==> config.mk <==
export PLATFORM = sky130hd
export DESIGN_NAME = mem_stage
export DESIGN_NICKNAME = d
export VERILOG_FILES = /design/src/rtl/dlx_mem_pkg.sv /design/src/rtl/store_align.sv /design/src/rtl/mem_stage.sv
export SDC_FILE = /design/constraint.sdc
export NUM_CORES = 1
export LEC_CHECK = 0
export CAP_MARGIN = 10
export CORE_AREA = 2 2 180 182
export CTS_BUF_LIST = sky130_fd_sc_hd__clkbuf_4 sky130_fd_sc_hd__clkbuf_8
export CTS_CLUSTER_DIAMETER = 30
export DETAILED_ROUTE_END_ITERATION = 7
export DIE_AREA = 0 0 182 184
export PLACE_DENSITY = 0.77
export SYNTH_ARGS = -nofsm -noshare
export SYNTH_HDL_FRONTEND = slang
export SYNTH_HIERARCHICAL = 1
export SYNTH_SLANG_ARGS = --single-unit
==> constraint.sdc <==
create_clock -name clk -period 1.9 [get_ports clk]
set_clock_uncertainty 0.05 [all_clocks]
set_input_delay 0.285 -clock clk [delete_from_list [all_inputs] [get_ports clk]]
set_output_delay 0.285 -clock clk [all_outputs]
set_load 0.02 [all_outputs]
==> src/rtl/dlx_mem_pkg.sv <==
`default_nettype none
// ============================================================================
// Module   : dlx_mem_pkg
// Purpose  : Shared encodings for the DLX memory-access stage: access sizes,
//            FSM states, big-endian byte-enable patterns and an address helper.
// Revision : 1.0 - initial release
// ============================================================================
package dlx_mem_pkg;

  // Access size encodings carried on DSize (bit 0 is the MSB)
  localparam logic [0:1] DSZ_WORD = 2'b00;
  localparam logic [0:1] DSZ_HALF = 2'b01;
  localparam logic [0:1] DSZ_BYTE = 2'b10;

  // Memory-access FSM states
  typedef enum logic [0:0] {
    ST_IDLE = 1'b0,
    ST_WAIT = 1'b1
  } mem_state_t;

  // Byte-enable patterns; index 0 is the most significant byte lane
  localparam logic [0:3] c_BE_ALL     = 4'b1111;
  localparam logic [0:3] c_BE_HI_HALF = 4'b1100;
  localparam logic [0:3] c_BE_LO_HALF = 4'b0011;
  localparam logic [0:3] c_BE_BYTE0   = 4'b1000;

  // Clears the two byte-offset bits to form the bus word address
  function automatic logic [0:31] word_align(input logic [0:31] addr);
    return {addr[0:29], 2'b00};
  endfunction

endpackage
`default_nettype wire

==> src/rtl/store_align.sv <==
`default_nettype none
// ============================================================================
// Module   : store_align
// Purpose  : Combinational big-endian byte-enable generation and store-lane
//            replication from access size and the low two address bits.
// Revision : 1.0 - initial release
// ============================================================================
module store_align
  import dlx_mem_pkg::*;
(
  input  logic [0:1]  i_dsize,
  input  logic [0:1]  i_addr_lo,
  input  logic [0:31] i_store_data,
  output logic [0:3]  o_be,
  output logic [0:31] o_wdata
);

  // Select lanes and replicate the right-justified source into every lane
  always_comb begin
    o_be    = c_BE_ALL;
    o_wdata = i_store_data;
    case (i_dsize)
      DSZ_BYTE: begin
        o_be    = c_BE_BYTE0 >> i_addr_lo;
        o_wdata = {4{i_store_data[24:31]}};
      end
      DSZ_HALF: begin
        // Only addr[30] picks the half; addr[31] is ignored here
        o_be    = i_addr_lo[0] ? c_BE_LO_HALF : c_BE_HI_HALF;
        o_wdata = {2{i_store_data[16:31]}};
      end
      default: begin
        // Word (and the unused 11 code) touches all four lanes
        o_be    = c_BE_ALL;
        o_wdata = i_store_data;
      end
    endcase
  end

endmodule
`default_nettype wire

==> src/rtl/mem_stage.sv <==
`default_nettype none
// ============================================================================
// Module   : mem_stage
// Purpose  : DLX memory-access stage. Issues loads/stores over a req/ack bus,
//            stalls upstream while an access is outstanding, abandons an
//            access after TIMEOUT_CYCLES with bus_err, and owns MEM/WB.
//            Optional macro MEM_MISALIGN_TRAP_EN: misaligned half/word
//            accesses are trapped (misalign_exc) instead of being issued.
// Revision : 1.0 - initial release
// ============================================================================
module mem_stage
  import dlx_mem_pkg::*;
#(
  parameter int TIMEOUT_CYCLES = 16
)(
  input  logic        clk,
  input  logic        reset_n,
  input  logic        ex_valid,
  input  logic [0:31] nextPC_in,
  input  logic [0:4]  destReg_in,
  input  logic [0:31] aluResult_in,
  input  logic [0:31] storeData_in,
  input  logic        MemRead_in,
  input  logic        MemWrite_in,
  input  logic [0:1]  DSize_in,
  input  logic        loadSign_in,
  input  logic        PCtoReg_in,
  input  logic        RegWrite_in,
  input  logic        MemToReg_in,
  input  logic        FPRegWrite_in,
  input  logic        mul_in,
  input  logic [0:4]  fDestReg_in,
  input  logic [0:63] fbusW_in,
  output logic        dmem_req,
  output logic        dmem_we,
  output logic [0:31] dmem_addr,
  output logic [0:3]  dmem_be,
  output logic [0:31] dmem_wdata,
  input  logic        dmem_ack,
  input  logic [0:31] dmem_rdata,
  output logic        stall,
  output logic        wb_valid,
  output logic [0:31] nextPC_out,
  output logic [0:4]  destReg_out,
  output logic [0:31] aluResult_out,
  output logic [0:31] dataOut_out,
  output logic        PCtoReg_out,
  output logic        RegWrite_out,
  output logic        MemToReg_out,
  output logic        loadSign_out,
  output logic [0:1]  DSize_out,
  output logic [0:4]  fDestReg_out,
  output logic [0:63] fbusW_out,
  output logic        FPRegWrite_out,
  output logic        mul_out,
  output logic        bus_err
`ifdef MEM_MISALIGN_TRAP_EN
  ,
  output logic        misalign_exc
`endif
);

  localparam int              c_CNT_W    = $clog2(TIMEOUT_CYCLES) + 1;
  localparam logic [c_CNT_W-1:0] c_CNT_LAST = c_CNT_W'(TIMEOUT_CYCLES - 1);

  mem_state_t         r_state;
  logic [c_CNT_W-1:0] r_wait_cnt;

  logic        w_memop;
  logic        w_misalign;
  logic        w_issue;
  logic        w_timeout;
  logic        w_mewb_load;
  logic        w_wb_valid;
  logic        w_regwrite;
  logic        w_fpregwrite;
  logic [0:31] w_data_out;
  logic [0:3]  w_be;
  logic [0:31] w_wdata;

  store_align u_store_align (
    .i_dsize      (DSize_in),
    .i_addr_lo    (aluResult_in[30:31]),
    .i_store_data (storeData_in),
    .o_be         (w_be),
    .o_wdata      (w_wdata)
  );

  assign w_memop = ex_valid & (MemRead_in | MemWrite_in);

`ifdef MEM_MISALIGN_TRAP_EN
  assign w_misalign = w_memop &
                      (((DSize_in == DSZ_HALF) & aluResult_in[31]) |
                       ((DSize_in == DSZ_WORD) & (aluResult_in[30:31] != 2'b00)));
`else
  assign w_misalign = 1'b0;
`endif

  assign w_issue   = w_memop & ~w_misalign;
  assign w_timeout = (r_state == ST_WAIT) & ~dmem_ack & (r_wait_cnt == c_CNT_LAST);

  // Upstream is held while an access is being issued or is still outstanding;
  // the timeout cycle releases it so the abandoned instruction moves on
  assign stall = (r_state == ST_IDLE) ? w_issue : (~dmem_ack & ~w_timeout);

  // MEM/WB advances every IDLE cycle and when an outstanding access resolves
  assign w_mewb_load = (r_state == ST_IDLE) | dmem_ack | w_timeout;

  // Decide the control fields that MEM/WB takes on this edge
  always_comb begin
    w_wb_valid   = 1'b0;
    w_regwrite   = 1'b0;
    w_fpregwrite = 1'b0;
    w_data_out   = '0;
    if (r_state == ST_IDLE) begin
      // An issuing memop leaves a bubble; everything else passes straight on
      if (!w_issue) begin
        w_wb_valid   = ex_valid;
        w_regwrite   = RegWrite_in & ex_valid & ~w_misalign;
        w_fpregwrite = FPRegWrite_in & ex_valid & ~w_misalign;
      end
    end else if (dmem_ack) begin
      // EX/MEM is stalled, so its fields still describe the pending access
      w_wb_valid   = 1'b1;
      w_regwrite   = RegWrite_in;
      w_fpregwrite = FPRegWrite_in;
      w_data_out   = MemRead_in ? dmem_rdata : 32'h0;
    end else if (w_timeout) begin
      // Abandoned access retires with its register writes suppressed
      w_wb_valid = 1'b1;
    end
  end

  // Access FSM: issues the bus request, counts wait cycles, reports errors
  always_ff @(posedge clk or negedge reset_n) begin
    if (!reset_n) begin
      r_state    <= ST_IDLE;
      r_wait_cnt <= '0;
      dmem_req   <= 1'b0;
      dmem_we    <= 1'b0;
      dmem_addr  <= '0;
      dmem_be    <= '0;
      dmem_wdata <= '0;
      bus_err    <= 1'b0;
`ifdef MEM_MISALIGN_TRAP_EN
      misalign_exc <= 1'b0;
`endif
    end else begin
      bus_err <= 1'b0;
`ifdef MEM_MISALIGN_TRAP_EN
      misalign_exc <= 1'b0;
`endif
      case (r_state)
        ST_IDLE: begin
          if (w_issue) begin
            r_state    <= ST_WAIT;
            r_wait_cnt <= '0;
            dmem_req   <= 1'b1;
            dmem_we    <= MemWrite_in;
            dmem_addr  <= word_align(aluResult_in);
            dmem_be    <= w_be;
            dmem_wdata <= w_wdata;
          end
`ifdef MEM_MISALIGN_TRAP_EN
          misalign_exc <= w_misalign;
`endif
        end
        ST_WAIT: begin
          // Address, enables and write data stay put until the access ends
          if (dmem_ack) begin
            r_state  <= ST_IDLE;
            dmem_req <= 1'b0;
            dmem_we  <= 1'b0;
          end else if (w_timeout) begin
            r_state  <= ST_IDLE;
            dmem_req <= 1'b0;
            dmem_we  <= 1'b0;
            bus_err  <= 1'b1;
          end else begin
            r_wait_cnt <= r_wait_cnt + c_CNT_W'(1);
          end
        end
        default: begin
          r_state  <= ST_IDLE;
          dmem_req <= 1'b0;
          dmem_we  <= 1'b0;
        end
      endcase
    end
  end

  // MEM/WB pipeline register
  always_ff @(posedge clk or negedge reset_n) begin
    if (!reset_n) begin
      wb_valid       <= 1'b0;
      nextPC_out     <= '0;
      destReg_out    <= '0;
      aluResult_out  <= '0;
      dataOut_out    <= '0;
      PCtoReg_out    <= 1'b0;
      RegWrite_out   <= 1'b0;
      MemToReg_out   <= 1'b0;
      loadSign_out   <= 1'b0;
      DSize_out      <= '0;
      fDestReg_out   <= '0;
      fbusW_out      <= '0;
      FPRegWrite_out <= 1'b0;
      mul_out        <= 1'b0;
    end else if (w_mewb_load) begin
      wb_valid       <= w_wb_valid;
      nextPC_out     <= nextPC_in;
      destReg_out    <= destReg_in;
      aluResult_out  <= aluResult_in;
      dataOut_out    <= w_data_out;
      PCtoReg_out    <= PCtoReg_in;
      RegWrite_out   <= w_regwrite;
      MemToReg_out   <= MemToReg_in;
      loadSign_out   <= loadSign_in;
      DSize_out      <= DSize_in;
      fDestReg_out   <= fDestReg_in;
      fbusW_out      <= fbusW_in;
      FPRegWrite_out <= w_fpregwrite;
      mul_out        <= mul_in;
    end
  end

endmodule
`default_nettype wire

# Word-level counts from Yosys, hierarchy flattened
# Cells that the tools add are included.
# totals
regBits,254
latchBits,0
mem_bits_rw,0
mem_bits_ro,0
elab_cells,79
mem_count,0
# classes
addsub,1
n_mul,0
n_div,0
order_cmp,0
n_eq_ne,7
n_shift,1
mux,33
bitwise_logic,12
reduce_logical,3
# ops
cell,count
$mux W32,3
$pmux W32 S2,1
$mux W1,20
$mux W5,3
$pmux W5 S2,1
$pmux W4 S2,1
$and A1 B1 Y1,6
$ne A2 B2 Y1 const B,3
$pmux W1 S2,3
$add A5 B1 Y5 const B,1
$eq A5 B4 Y1 const B,1
$mux W4,1
$reduce_and A2 Y1,2
$shr A4 B2 Y4 const A,1
$ne A3 B2 Y1 const B,1
$not A1 Y1,3
$or A1 B1 Y1,3
$reduce_and A3 Y1,1
$eq A2 B1 Y1 const B,1
$eq A2 B2 Y1 const B,1

# Depth between registers and ports, before layout
# logic_depth
word_depth,6
mapped_depth,9
ltp_nobuf,6

# Modules after synthesis
# The synthesis kept the hierarchy.
# by_module_without_submodules
module,n_inst,cells_each,area_each_um2,seq_area_each_um2
mem_stage,1,875,9634.2,6356.1
store_align,1,89,530.5,0.0

# Least setup slack after synthesis
# No wires, ideal clock.
# synth_timing
path_type,reg2reg
start,register r_wait_cnt[0]
end,register r_wait_cnt[4]
t_arrival_ps,1940
slack_ps,-262
stages_incl_launch_ff,8
n_path_buf,1
synth_period_minus_slack_ps,2162
path_cell_list,dfrtp_1 -> ha_1 -> and3_1 -> ha_1 -> or3b_1 -> buf_2 -> o21ai_0 -> o22ai_1
# synth_via
elab_chain_cells,4
# synth_rtl
item,line,source
"start, declared",mem_stage.sv:67,logic [c_CNT_W-1:0] r_wait_cnt;
"start signal, assigned",mem_stage.sv:180,r_wait_cnt <= r_wait_cnt + c_CNT_W'(1);
$add A5 B1 Y5 or $eq A5 B4 Y1 (tied branches),"mem_stage.sv:180, mem_stage.sv:100",
$mux W5 or $and A1 B1 Y1 (tied branches),"mem_stage.sv:174, mem_stage.sv:100",
$mux W5 or $ne A2 B2 Y1 (tied branches),-,
$pmux W5 S2 or $reduce_and A3 Y1 (tied branches),-,
# Several ways; a longest one is shown, not always the timed one. The select of a mux whose other input is x is not followed.
# A chain may end at the register's enable or synchronous reset.

# Final worst setup path
# layout_timing
start,register r_wait_cnt[1]
end,output stall
# layout_via
elab_chain_cells,5
# layout_rtl
item,line,source
$eq A5 B4 Y1,mem_stage.sv:100,assign w_timeout = (r_state == ST_WAIT) & ~dmem_ack & (r_wait_cnt == c_CNT_LAST);
$and A1 B1 Y1,mem_stage.sv:100,
$not A1 Y1,mem_stage.sv:104,assign stall = (r_state == ST_IDLE) ? w_issue : (~dmem_ack & ~w_timeout);
$and A1 B1 Y1,mem_stage.sv:104,
$mux W1,mem_stage.sv:104,
"end, declared",mem_stage.sv:41,"output logic stall,"
# Every way passes these cells.

==> results.toml <==
[worst_setup_path]
cp_max_fo = 2
rr_worst_depth = 12
critical-path-top-delay-family = "simple AND/OR/NAND/NOR gates"
crit_chain = "ha_2, and3_4, ha_4, or3b_4, o21ai_4, buf_6"
slowest_delay_ns = 0.41
ff2ff_setup_slack_ns = -0.30
path_buf_inv = 1
cp-start-kind = "register"
cp-end-kind = "output port"
reg2reg_to = "dataOut_out[10]"
cp.arrival_ns = 2.12
r2r_start = "r_wait_cnt[1]"
critPathSlowestCell = "or3b_4"
worstPathRequired_ns = 1.56
crit_type = "register to output port"

[global_route]
grt_usage_pct = 22.0
grt_pass1_wl_um = 57000
grt_pass1_vias = 10000
grt_overflow = 0
grt_max_degree = 58
antenna_found_initial = 0

[placed_design]
dp.cells = 1832
pre_cts_slack_ns = -0.444
portBuffers = 464
routabilityCongestion = 0.881
post-dp-hpwl_um = 24500

[cts]
cts-root-buf = "clkbuf_8"
cts_tree = "built"
numClockSinks = 254
clk_pin_slew_worst_paths_ns = 0.06
cts_buffer_depth = 3
ctsHtreeMaxLevel = 2
numCtsBuffers = 61
clock_latency_ns = 0.60

[routing]
firstDrtPassIters = 5
ant_nets = 0
via_per_inst = 4.77
routed.top_layer = "met4"
dr_total_vias = 9562
post-route-drc-count = 0
route.met3.wl_um = 3080
first_iter_violations = 340
wl_per_cell_um = 20.2
wl_met2_um = 20900
wl_met1_um = 15000
routed_wl_um = 40500

[cells_and_area]
seq_area_mm2 = 0.00636
fin_util_pct = 61.0
area_growth_pct = 88.3
nNetsFinal = 1776
stdcell_count = 2006
diodes = 0
multiInputGateArea_mm2 = 0.00435
fillers = 2495
drive_gt1_share_pct = 34.0

[yosys]
synth_seq_cells = 254
synth_top_flop_cell = "dfrtp_1"
ys_top_cells_by_area = "dfrtp_1 (63%), nand2_1 (17%), mux2_2 (7.3%), a22o_1 (3.6%), buf_6 (2.3%)"
synth_area_mm2 = 0.0102
synth_cell_types = 31
ys_warn_count = 6
postSynthAreaPerCell_um2 = 10.5
synth_top_area_share_pct = 62.5
yosysMostFrequentCell = "nand2_1"
synthTopCellsByCount = "nand2_1 (461), dfrtp_1 (254), mux2_2 (66)"
synth_enable_flop_cells = 0
async_flop_share_pct = 100
synth_cells = 964
yosysSeqAreaShare_pct = 62.5
synth_top_cell_by_area = "dfrtp_1"

[sta]
fin_crit_sh_pct = 129
setup-violations-final = 186
fin_tns_setup_ns = -43.21
slew_headroom_pct = 62.2
timing.final.ws_setup_ns = -0.556
report.final.slew_viol_count = 0
tightest_slew_ns = 0.565
min_period_ns = 2.46
rsz0062_at_grt = "yes"
finalHoldViolCount = 0
fmax_ghz = 0.407

[min_path]
min_path_cells = 3
hp-start = "fbusW_in[41]"
hold_path_class = "input pin to register"
hold-path-endpoint = "fbusW_out[41]"

[die]
start_util_pct = 32.4
io_pins = 467
dieArea_mm2 = 0.0335
die_w_um = 182
chipHeight_um = 184
core_mm2 = 0.0314
rows = 65

[outcome]
violations = "setup timing"
outcome = "finished with violations"

[power_and_ir_drop]
p_leak_nw = 9.81
finalPower_mw = 20.2
power_density_mw_per_mm2 = 1050
ir_worst_vdd_v = 0.000784

[job]
max_cap_viol_count = 0
==> cell families after synthesis <==
| kind of cell | after synthesis | share of synthesized area [%] |
|---|---|---|
| fa+ha+maj | 5 | 0.615 |
| flops | 254 | 62.5 |
| other cells | 1 | 0.0369 |
| compound gates | 84 | 6.03 |
| simple gates | 477 | 18.1 |
| mux | 68 | 7.51 |
| buf+inv | 75 | 5.13 |
==> layer usage <==
| metal | global-route usage, % | vias up |
|---|---|---|
| met5 | 0 | - |
| met4 | 8.61 | 0 |
| met3 | 6.62 | 103 |
| met2 | 39.2 | 445 |
| met1 | 24.8 | 4681 |
| li1 | - | 4333 |
==> placed cells by master (no fill, tap or decap), drive strengths merged, types with 3 or more instances in the layout <==
master,netlist,layout
buf,62,122
inv,7,9
clkdlybuf4s50,0,214
mux2,66,66
clkbuf,6,86
dfrtp,254,254
clkinvlp,0,8
a22o,42,42
clkinv,0,12
or2,3,3
bufinv,0,12
nand2,461,461
nor2,4,4
a22oi,9,9
o21ai,22,22
dlygate4sd2,0,248
ha,5,5
a21oi,5,5
o21bai,4,4
==> sequential cells by signal (all words and copies together) (netlist names), 5 cells and up <==
name	count
dmem_wdata	32
fbusW_out	64
r_wait_cnt	5
destReg_out	5
dataOut_out	32
aluResult_out	32
fDestReg_out	5
nextPC_out	32
dmem_addr	30
==> power by group <==
part | switching, mW | total [mW] | internal (mW)
Sequential | 0.568 | 6.78 | 6.21
Clock | 2.79 | 8.01 | 5.21
Combinational | 2.85 | 5.38 | 2.53
==> worst register-to-register path, delay by kind of cell, from the launching register on <==
family,cells,cell delay [ns]
and+or+nand+nor,2,0.36
buffers and inverters,7,0.88
AOI/OAI and AO/OA,1,0.13
adders and majority gates,2,0.34
DFF,1,0.38
==> per-stage QoR <==
| stage | cell area [um^2] | hold slack (ns) |
|---|---|---|
| CTS | 17800 | 0.110 |
| detailed placement | 15600 | 0.214 |
| floorplan | 10200 | -0.0606 |
| global route | 19100 | 0.115 |
| global placement | 15600 | 0.209 |
| finish | 19100 | 0.158 |
==> timing repair <==
item	4_1_cts	5_1_grt
buffers inserted	20	23
pin swaps	21	203
gates resized for setup	312	338
endpoints found under the hold margin	230	0
gates cloned	19	9
endpoints found under the setup margin	430	187
hold buffers	1	0
==> final cells by class <==
cell class	instances	area share, %
flip-flops and latches	254	33.2
clock buffers	78	5.38
well taps	402	2.63
clock inverters	34	2.64
inverters	7	0.137
multi-input cells	636	22.7
repair buffers	595	33.3
==> worst max-delay path by stage <==
stage / end / start / depth (start not counted)
2_1_floorplan: DSize_out[1] / r_wait_cnt[0] / 9
3_3_place_gp: stall / r_wait_cnt[1] / 6
3_5_place_dp: stall / r_wait_cnt[1] / 6
4_1_cts: stall / r_wait_cnt[0] / 6
5_1_grt: stall / r_wait_cnt[1] / 6
6_report: stall / r_wait_cnt[1] / 6
Note: power is estimated with default switching activity, not from simulation.
